`src/rtl/sender_pkg.sv`:
```
// Shared definitions for the serial pattern sender and its BCD frame counter.
//   state_t    : sender FSM state encoding
//   IDLE_LEVEL : level driven on the serial data line between frames
//   BCD_MAX    : largest value of a single BCD digit
package sender_pkg;

  typedef enum logic [1:0] {
    IDLE   = 2'd0,
    SETUP  = 2'd1,
    STROBE = 2'd2,
    HOLD   = 2'd3
  } state_t;

  localparam logic       IDLE_LEVEL = 1'b1;
  localparam logic [3:0] BCD_MAX    = 4'd9;

endpackage

```
`src/rtl/bcd_counter_4.sv`:
```
// Four-digit BCD event counter, 0000..9999, wrapping back to 0000.
//   clk_i            : system clock
//   rst_i            : asynchronous active-low reset, clears all digits
//   inc_i            : count one event on this clock edge
//   digit0_o..3_o    : BCD units, tens, hundreds, thousands
module bcd_counter_4
  import sender_pkg::*;
(
  input  logic       clk_i,
  input  logic       rst_i,
  input  logic       inc_i,
  output logic [3:0] digit0_o,
  output logic [3:0] digit1_o,
  output logic [3:0] digit2_o,
  output logic [3:0] digit3_o
);

  // Each digit rolls over to zero and carries into the next one only when
  // every lower digit is at 9; the thousands digit simply wraps.
  always_ff @(posedge clk_i or negedge rst_i) begin
    if (!rst_i) begin
      digit0_o <= 4'd0;
      digit1_o <= 4'd0;
      digit2_o <= 4'd0;
      digit3_o <= 4'd0;
    end else if (inc_i) begin
      if (digit0_o != BCD_MAX) begin
        digit0_o <= digit0_o + 4'd1;
      end else begin
        digit0_o <= 4'd0;
        if (digit1_o != BCD_MAX) begin
          digit1_o <= digit1_o + 4'd1;
        end else begin
          digit1_o <= 4'd0;
          if (digit2_o != BCD_MAX) begin
            digit2_o <= digit2_o + 4'd1;
          end else begin
            digit2_o <= 4'd0;
            digit3_o <= (digit3_o != BCD_MAX) ? digit3_o + 4'd1 : 4'd0;
          end
        end
      end
    end
  end

endmodule

```
`src/rtl/serial_pattern_sender.sv`:
```
// Serial pattern sender: shifts a latched WIDTH-bit pattern out MSB first on
// data_o with a set_o strobe per bit (setup / strobe / hold phases of
// TICK_DIV cycles each) and counts completed frames in BCD.
//   clk_i, rst_i      : clock, asynchronous active-low reset
//   start_i           : frame request, honoured only in IDLE
//   pattern_i         : frame data, latched when start_i is accepted
//   repeat_i          : at end of frame, 1 = resend without returning to IDLE
//   data_o, set_o     : serial bit and its strobe
//   busy_o, done_o    : frame in progress, one-cycle end-of-frame pulse
//   count0_o..3_o     : BCD count of completed frames
//
// state  | meaning
// IDLE   | line parked at IDLE_LEVEL, waiting for start_i
// SETUP  | current bit driven, strobe low (setup margin)
// STROBE | strobe high, bit held
// HOLD   | strobe low, bit held (hold margin); advance bit or end frame
module serial_pattern_sender
  import sender_pkg::*;
#(
  parameter int WIDTH    = 8,
  parameter int TICK_DIV = 50000
) (
  input  logic             clk_i,
  input  logic             rst_i,
  input  logic             start_i,
  input  logic [WIDTH-1:0] pattern_i,
  input  logic             repeat_i,
  output logic             data_o,
  output logic             set_o,
  output logic             busy_o,
  output logic             done_o,
  output logic [3:0]       count0_o,
  output logic [3:0]       count1_o,
  output logic [3:0]       count2_o,
  output logic [3:0]       count3_o
);

  localparam int TW = (TICK_DIV > 1) ? $clog2(TICK_DIV) : 1;
  localparam int IW = $clog2(WIDTH);
  localparam logic [TW-1:0] TIMER_LAST = TW'(TICK_DIV - 1);
  localparam logic [IW-1:0] IDX_LAST   = IW'(WIDTH - 1);

  state_t           state_q, state_d;
  logic [TW-1:0]    timer_q, timer_d;
  logic [IW-1:0]    idx_q, idx_d;
  logic [WIDTH-1:0] pat_q, pat_d;
  logic             data_d, set_d, busy_d, done_d;
  logic             phase_end;
  logic             frame_end;

  assign phase_end = (timer_q == TIMER_LAST);

  always_comb begin
    state_d   = state_q;
    timer_d   = timer_q;
    idx_d     = idx_q;
    pat_d     = pat_q;
    frame_end = 1'b0;

    case (state_q)
      IDLE: begin
        if (start_i) begin
          state_d = SETUP;
          pat_d   = pattern_i;
          idx_d   = '0;
        end
      end
      SETUP:  if (phase_end) state_d = STROBE;
      STROBE: if (phase_end) state_d = HOLD;
      HOLD: begin
        if (phase_end) begin
          if (idx_q != IDX_LAST) begin
            state_d = SETUP;
            idx_d   = idx_q + 1'b1;
          end else begin
            frame_end = 1'b1;
            idx_d     = '0;
            state_d   = repeat_i ? SETUP : IDLE;
          end
        end
      end
      default: state_d = IDLE;
    endcase

    // The timer only runs in the timed phases and is back at 0 on every
    // phase boundary, so it is already 0 whenever IDLE is left.
    if (state_q != IDLE) begin
      timer_d = phase_end ? '0 : timer_q + 1'b1;
    end

    // Outputs are decoded from the next state so they register in the same
    // cycle the state does; the bit only changes on SETUP entry because
    // idx_d/pat_d only change there.
    data_d = (state_d == IDLE) ? IDLE_LEVEL : pat_d[IDX_LAST - idx_d];
    set_d  = (state_d == STROBE);
    busy_d = (state_d != IDLE);
    done_d = frame_end;
  end

  always_ff @(posedge clk_i or negedge rst_i) begin
    if (!rst_i) begin
      state_q <= IDLE;
      timer_q <= '0;
      idx_q   <= '0;
      pat_q   <= '0;
      data_o  <= IDLE_LEVEL;
      set_o   <= 1'b0;
      busy_o  <= 1'b0;
      done_o  <= 1'b0;
    end else begin
      state_q <= state_d;
      timer_q <= timer_d;
      idx_q   <= idx_d;
      pat_q   <= pat_d;
      data_o  <= data_d;
      set_o   <= set_d;
      busy_o  <= busy_d;
      done_o  <= done_d;
    end
  end

  bcd_counter_4 u_frame_count (
    .clk_i    (clk_i),
    .rst_i    (rst_i),
    .inc_i    (frame_end),
    .digit0_o (count0_o),
    .digit1_o (count1_o),
    .digit2_o (count2_o),
    .digit3_o (count3_o)
  );

endmodule

```
`config.mk`:
```
export PLATFORM = sky130hd
export DESIGN_NAME = serial_pattern_sender
export DESIGN_NICKNAME = d
export VERILOG_FILES = /design/src/rtl/sender_pkg.sv /design/src/rtl/bcd_counter_4.sv /design/src/rtl/serial_pattern_sender.sv
export SDC_FILE = /design/constraint.sdc
export NUM_CORES = 1
export LEC_CHECK = 0
export ABC_AREA = 1
export BUFFER_PORTS_ARGS = -buffer_cell sky130_fd_sc_hd__buf_2
export CAP_MARGIN = 20
export CORE_ASPECT_RATIO = 1.2
export CORE_MARGIN = 2
export CORE_UTILIZATION = 55
export DETAILED_ROUTE_END_ITERATION = 10
export GPL_TIMING_DRIVEN = 0
export PLACE_DENSITY = 0.73
export SETUP_SLACK_MARGIN = 0.02
export SYNTH_ARGS = -nofsm -noshare
export SYNTH_HDL_FRONTEND = slang
export SYNTH_HIERARCHICAL = 1
export SYNTH_SLANG_ARGS = --single-unit
```
`constraint.sdc`:
```
create_clock -name clk_i -period 2.5 [get_ports clk_i]
set_input_delay 0.125 -clock clk_i [delete_from_list [all_inputs] [get_ports clk_i]]
set_output_delay 0.125 -clock clk_i [all_outputs]
set_load 0.01 [all_outputs]
```
Word level (Yosys, flattened, before mapping)

Cells that the tools add are included.

Register bits: 49
Output and inout port bits: 20
Input bits: 12
Word-level logic and storage cells: 64

Reductions and logical operators: 7
Bitwise logic cells: 3
Order comparisons: 1
Multiplexer cells: 24
Add/sub/neg operators: 7
Eq/ne operators: 10

Operator list:

| kind                                                        | count |
|---|---|
| adder 16 x 1 -> 16 bit (second input constant)              | 1 |
| adder 4 x 1 -> 4 bit (second input constant)                | 4 |
| equality test 16 bit (second input constant)                | 1 |
| two-way mux 16 bit                                          | 1 |
| two-way mux 4 bit                                           | 4 |
| two-way mux 8 bit                                           | 2 |
| inequality test 4 bit (second input constant)               | 4 |
| two-way mux 3 bit                                           | 3 |
| two-way mux 2 bit                                           | 4 |
| one-hot mux 2 bit (4 select lines)                          | 1 |
| two-way mux 1 bit                                           | 7 |
| equality test 2 bit (second input constant)                 | 3 |
| one-hot mux 3 bit (2 select lines)                          | 1 |
| logical NOT 2 bit                                           | 2 |
| less-than comparator 3 x 4 -> 1 bit (second input constant) | 1 |
| AND reduction 4 bit                                         | 1 |
| nonzero test 2 bit                                          | 2 |
| adder 3 x 1 -> 3 bit (second input constant)                | 1 |
| binary-select mux 1 bit (select 3 bit)                      | 1 |
| inequality test 3 bit (second input constant)               | 1 |
| NOT 1 bit                                                   | 3 |
| AND reduction 3 bit                                         | 1 |
| subtractor 3 bit (first input constant)                     | 1 |
| equality test 2 x 1 -> 1 bit (second input constant)        | 1 |
| AND reduction 2 bit                                         | 1 |

Depth between registers and ports, before layout

Depth in word-level cells: 8
Gate-level depth with buffers: 13

Hierarchy

Netlist, hierarchy kept.

Modules (own cells, without submodules):

| module                | cells each | sequential area each (µm²) | area each (µm²) | instances |
|---|---|---|---|---|
| serial_pattern_sender | 214        | 827.0                      | 1858.0          | 1 |
| bcd_counter_4         | 132        | 400.4                      | 918.4           | 1 |

Worst setup path after synthesis

Ideal clock, no wire load.

Path kind: register to register
From: register timer_q[0]
To: register u_frame_count.digit3_o[1]
Library setup time: 0.116 ns
Data required time: 2.384 ns
Arrival: 2.042 ns
Buffers on the path: 0
Path slack: 0.342 ns
Clock period less this slack: 2.158 ns
Stages on the path, launching flop included: 11
Path through: dfrtp_1 -> ha_1 -> nand2_1 -> nor3_1 -> nand4_1 -> nor3_1 -> nand3_1 -> nor2_4 -> nand3_2 -> nand2_1 -> nand2_1

Word-level cells in the longest chain between the ends: 4

RTL lines:

| what                          | line                         | RTL |
|---|---|---|
| from (decl)                   | serial_pattern_sender.sv:44  | `logic [TW-1:0] timer_q, timer_d;` |
| from (signal assigned)        | serial_pattern_sender.sv:112 | `timer_q <= timer_d;` |
| equality test 16 bit          | serial_pattern_sender.sv:51  | `assign phase_end = (timer_q == TIMER_LAST);` |
| two-way mux 1 bit             | serial_pattern_sender.sv:71  | `if (phase_end) begin` |
| two-way mux 1 bit             | serial_pattern_sender.sv:60  | `case (state_q)` |
| net done_d                    | serial_pattern_sender.sv:47  | `logic data_d, set_d, busy_d, done_d;` |
| AND reduction 4 bit (no line) | -                            |  |
| to (signal assigned)          | bcd_counter_4.sv:39          | `digit3_o <= (digit3_o != BCD_MAX) ? digit3_o + 4'd1 : 4'd0;` |
| to (decl)                     | bcd_counter_4.sv:15          | `output logic [3:0] digit3_o` |

The timed path passes the listed nets, and every way through them passes these cells.
A chain may end at the register's enable or synchronous reset.

Worst setup path in the final report

From: register timer_q[0]
To: register u_frame_count.digit3_o[3]

The elaborated chain is that of the path after synthesis.

==> impl_metrics.csv <==
group,metric,value,unit
run_status,status,"finished, final reports clean",
logic_synthesis,ys.warnings.count,6,
sta,setup-tns-final,0,ns
sta,final-hold-violation-count,0,
placement,place_area,3007,um2
clocking,root_buffer,"clkbuf_8",
logic_synthesis,ys.flop_type,"dfrtp_1",
setup_path,crit_path_end_kind,"flip-flop",
logic_synthesis,synth-edff-count,0,
route,via_per_inst,5.262,
setup_path,crit_type,"flip-flop to flip-flop",
logic_synthesis,ys_types,35,
finish,area_growth,13.88,%
placement,dp_hpwl,4111,um
route,routed_wl,5573,um
logic_synthesis,synth_xor_area_share,2.524,%
route,num_vias,2368,
route,first_pass_iters,4,
setup_path,arrival,2.44,ns
logic_synthesis,async_flop_share,100.0,%
clocking,clkSlewWorstSetupHoldPaths,0.09,ns
sta,setup_violations,0,
logic_synthesis,seq_area_frac_synth,44.21,%
finish,fill_cells,441,
finish,fin_util,64.46,%
global_route,grt_pass1_wl,9356,um
global_route,antenna_found_initial,0,
pwr,p_per_area,406.6,nW/um2
pwr,ir_drop,0.3276,mV
route,wl_per_cell,12.38,um
floorplanning,pin_count,32,
global_route,first_global_vias,2231,
finish,antenna_cells,0,
setup_path,crit_path_start_kind,"flip-flop",
route,dr_wl_met3,156,um
pwr,p_total,1.285,mW
global_route,grt_max_degree,50,
floorplanning,die_h,81.83,um
logic_synthesis,synth_compound_area_share,4.507,%
finish,fin_area,3162,um2
clocking,cts_tree,"yes",
placement,dp_cells,437,
floorplanning,core_area,4905,um2
setup_path,path_max_fanout,7,
sta,holdWs,0.07280,ns
logic_synthesis,syn_nets,365,
min_path,hold_class,"input pin to flip-flop",
route,first_iter_violations,108,
route,wl_met2,2802,um
logic_synthesis,synth_top_family_by_area,"simple AND/OR/NAND/NOR gates",
sta,tightest_slew,0.4851,ns
sta,slew_violations,0,
placement,gp_congestion,0.8417,
placement,pre_cts_ws,-0.1564,ns
logic_synthesis,ys_seq_elements,49,
logic_synthesis,synth_common_cells,"nand2_1 (84), dfrtp_1 (48), inv_1 (46)",
flow_run,drv_cap,0,
finish,num-nets-final,408,
floorplanning,die_area,5635,um2
logic_synthesis,yosysMostFrequentCell,"nand2_1",
finish,fin_cells,450,
clocking,cts-buffers-inserted,5,
sta,skew,0.008001,ns
logic_synthesis,syn_inst,346,
floorplanning,initial_core_util,56.61,%
sta,min_period_over_period,89.97,%
clocking,clkSinkCount,49,
logic_synthesis,netlist_top_cells_area,"dfrtp_1 (43%), nand2_1 (11%), inv_1 (6.2%), nand3_1 (5.4%), nor2_1 (5.3%)",
logic_synthesis,synth_area,2776,um2
floorplanning,fp.dieW,68.86,um
sta,relSlewSlack,67.66,%
sta,fin_crit,2.249,ns
logic_synthesis,synth_simple_gate_area_share,34.88,%
logic_synthesis,synth_area_leader_cell,"dfrtp_1",
pwr,leakagePower,1.584,nW
global_route,grt-ovfl-total,0,
sta,timing.fmax,444.6,MHz
clocking,clk-insertion-delay-late,0.30,ns
route,drc,0,
placement,io_buffers,31,
floorplanning,num_rows,28,
global_route,grtUsageTotal,21.91,%
route,ant_nets,0,
logic_synthesis,synth_top_area_share,43.26,%
setup_path,crit_required,2.70,ns
logic_synthesis,synthAdderAreaFrac,3.155,%
finish,drive_above_1_share,23.33,%
sta,worst_slack,0.2508,ns
clocking,cts.path.max_buffers,2,
sta,rsz0062_at_grt,"no",
logic_synthesis,synthMuxAreaShare,3.245,%
route,wl_met1,2488,um
route,highest_layer,"met4",
clocking,htreeDepth,2,
logic_synthesis,avgSynthCellArea,8.024,um2
cells by family (layout without fill, tap and decap cells):
group                    Yosys count  in the layout
multiplexers                       8              8
buffers and inverters             53             97
AO/OA/AOI/OAI                     22             22
adder cells (fa/ha/maj)            7              7
XOR/XNOR                           8              8
flip-flops                        49             49
AND/OR/NAND/NOR                  199            199
per-layer routing:
layer | track usage (%) | vias to the layer above
met5 | 0 | -
met4 | 8.627 | 0
met3 | 4.658 | 12
met2 | 37.88 | 32
met1 | 26.22 | 1129
li1 | - | 1195
final timing paths:
kind / startpoint / to / slack (ns) / depth (start not counted)
min in group asynchronous: rst_i / state_q[1] / 0.30 / 2
setup / recovery: timer_q[0] / u_frame_count/digit3_o[3] / 0.25 / 10
max in group asynchronous: rst_i / data_o / 1.61 / 3
setup reg to reg: timer_q[0] / u_frame_count/digit3_o[3] / 0.25 / 10
hold / removal: pattern_i[5] / pat_q[5] / 0.07 / 2
hold reg to reg: pat_q[2] / pat_q[2] / 0.50 / 1
power breakdown:
group          total [mW]  switching [mW]  internal, mW
registers           0.792               0         0.792
clock network       0.466           0.267         0.199
logic              0.0280          0.0178        0.0102
total                1.29           0.285          1.00
final cells by class:
cell class	count	area (um2)	share of cell area [%]
sequential	49	1227	38.82
clock buffer	5	68.82	2.176
tap	60	75.07	2.374
inverter	51	191.4	6.055
buffer	2	16.27	0.5144
clock inverter	3	22.52	0.7123
timing repair buffer	36	207.7	6.569
multi-input combinational	244	1353	42.78
flip-flops by register name, summed over array words and instances (netlist names):
register	cells
timer_q	16
pat_q	8
u_frame_count/digit0_o	4
u_frame_count/digit1_o	4
u_frame_count/digit2_o	4
u_frame_count/digit3_o	4
idx_q	3
state_q	2
busy_o	1
data_o	1
done_o	1
set_o	1
worst max-delay path, cell delays in order, from the launching register on:
cell	delay, ns
dfrtp_1	0.40
ha_1	0.20
nand2_1	0.11
nor3_1	0.19
nand4_1	0.22
nor3_4	0.35
nand3_1	0.17
nor2_4	0.21
nand3_2	0.15
nand2_1	0.08
nand2_1	0.05
cells in the final DEF (no fill, tap or decap), types with 2 or more instances in the layout:
cell type  Yosys  layout
a21oi_1        5       5
buf_2          1      32
buf_4          0       3
clkbuf_8       0       5
clkinv_4       0       2
dfrtp_1       48      48
ha_1           7       7
inv_1         46      46
inv_2          5       5
mux2_2         8       8
nand2_1       84      84
nand2_2        5       5
nand3_1       30      30
nand3_2        8       8
nand4_1        8       8
nor2_1        39      39
nor2_2         6       6
nor2_4         2       2
nor3_1         3       2
nor3_2         4       4
nor3_4         1       2
nor4_1         2       2
o21ai_0       10      10
o21ai_1        2       2
or2_2          2       2
xor2_1         8       8
what timing repair did:
action | in CTS | in global routing
setup endpoints to repair | 10 | 8
hold buffers | 0 | 1
endpoints found under the hold margin | 0 | 20
gates resized for setup | 1 | 1
cloned | 0 | 0
pin swaps | 0 | 1
buffers inserted | 0 | 3
Note: power is estimated with default switching activity, not from simulation.
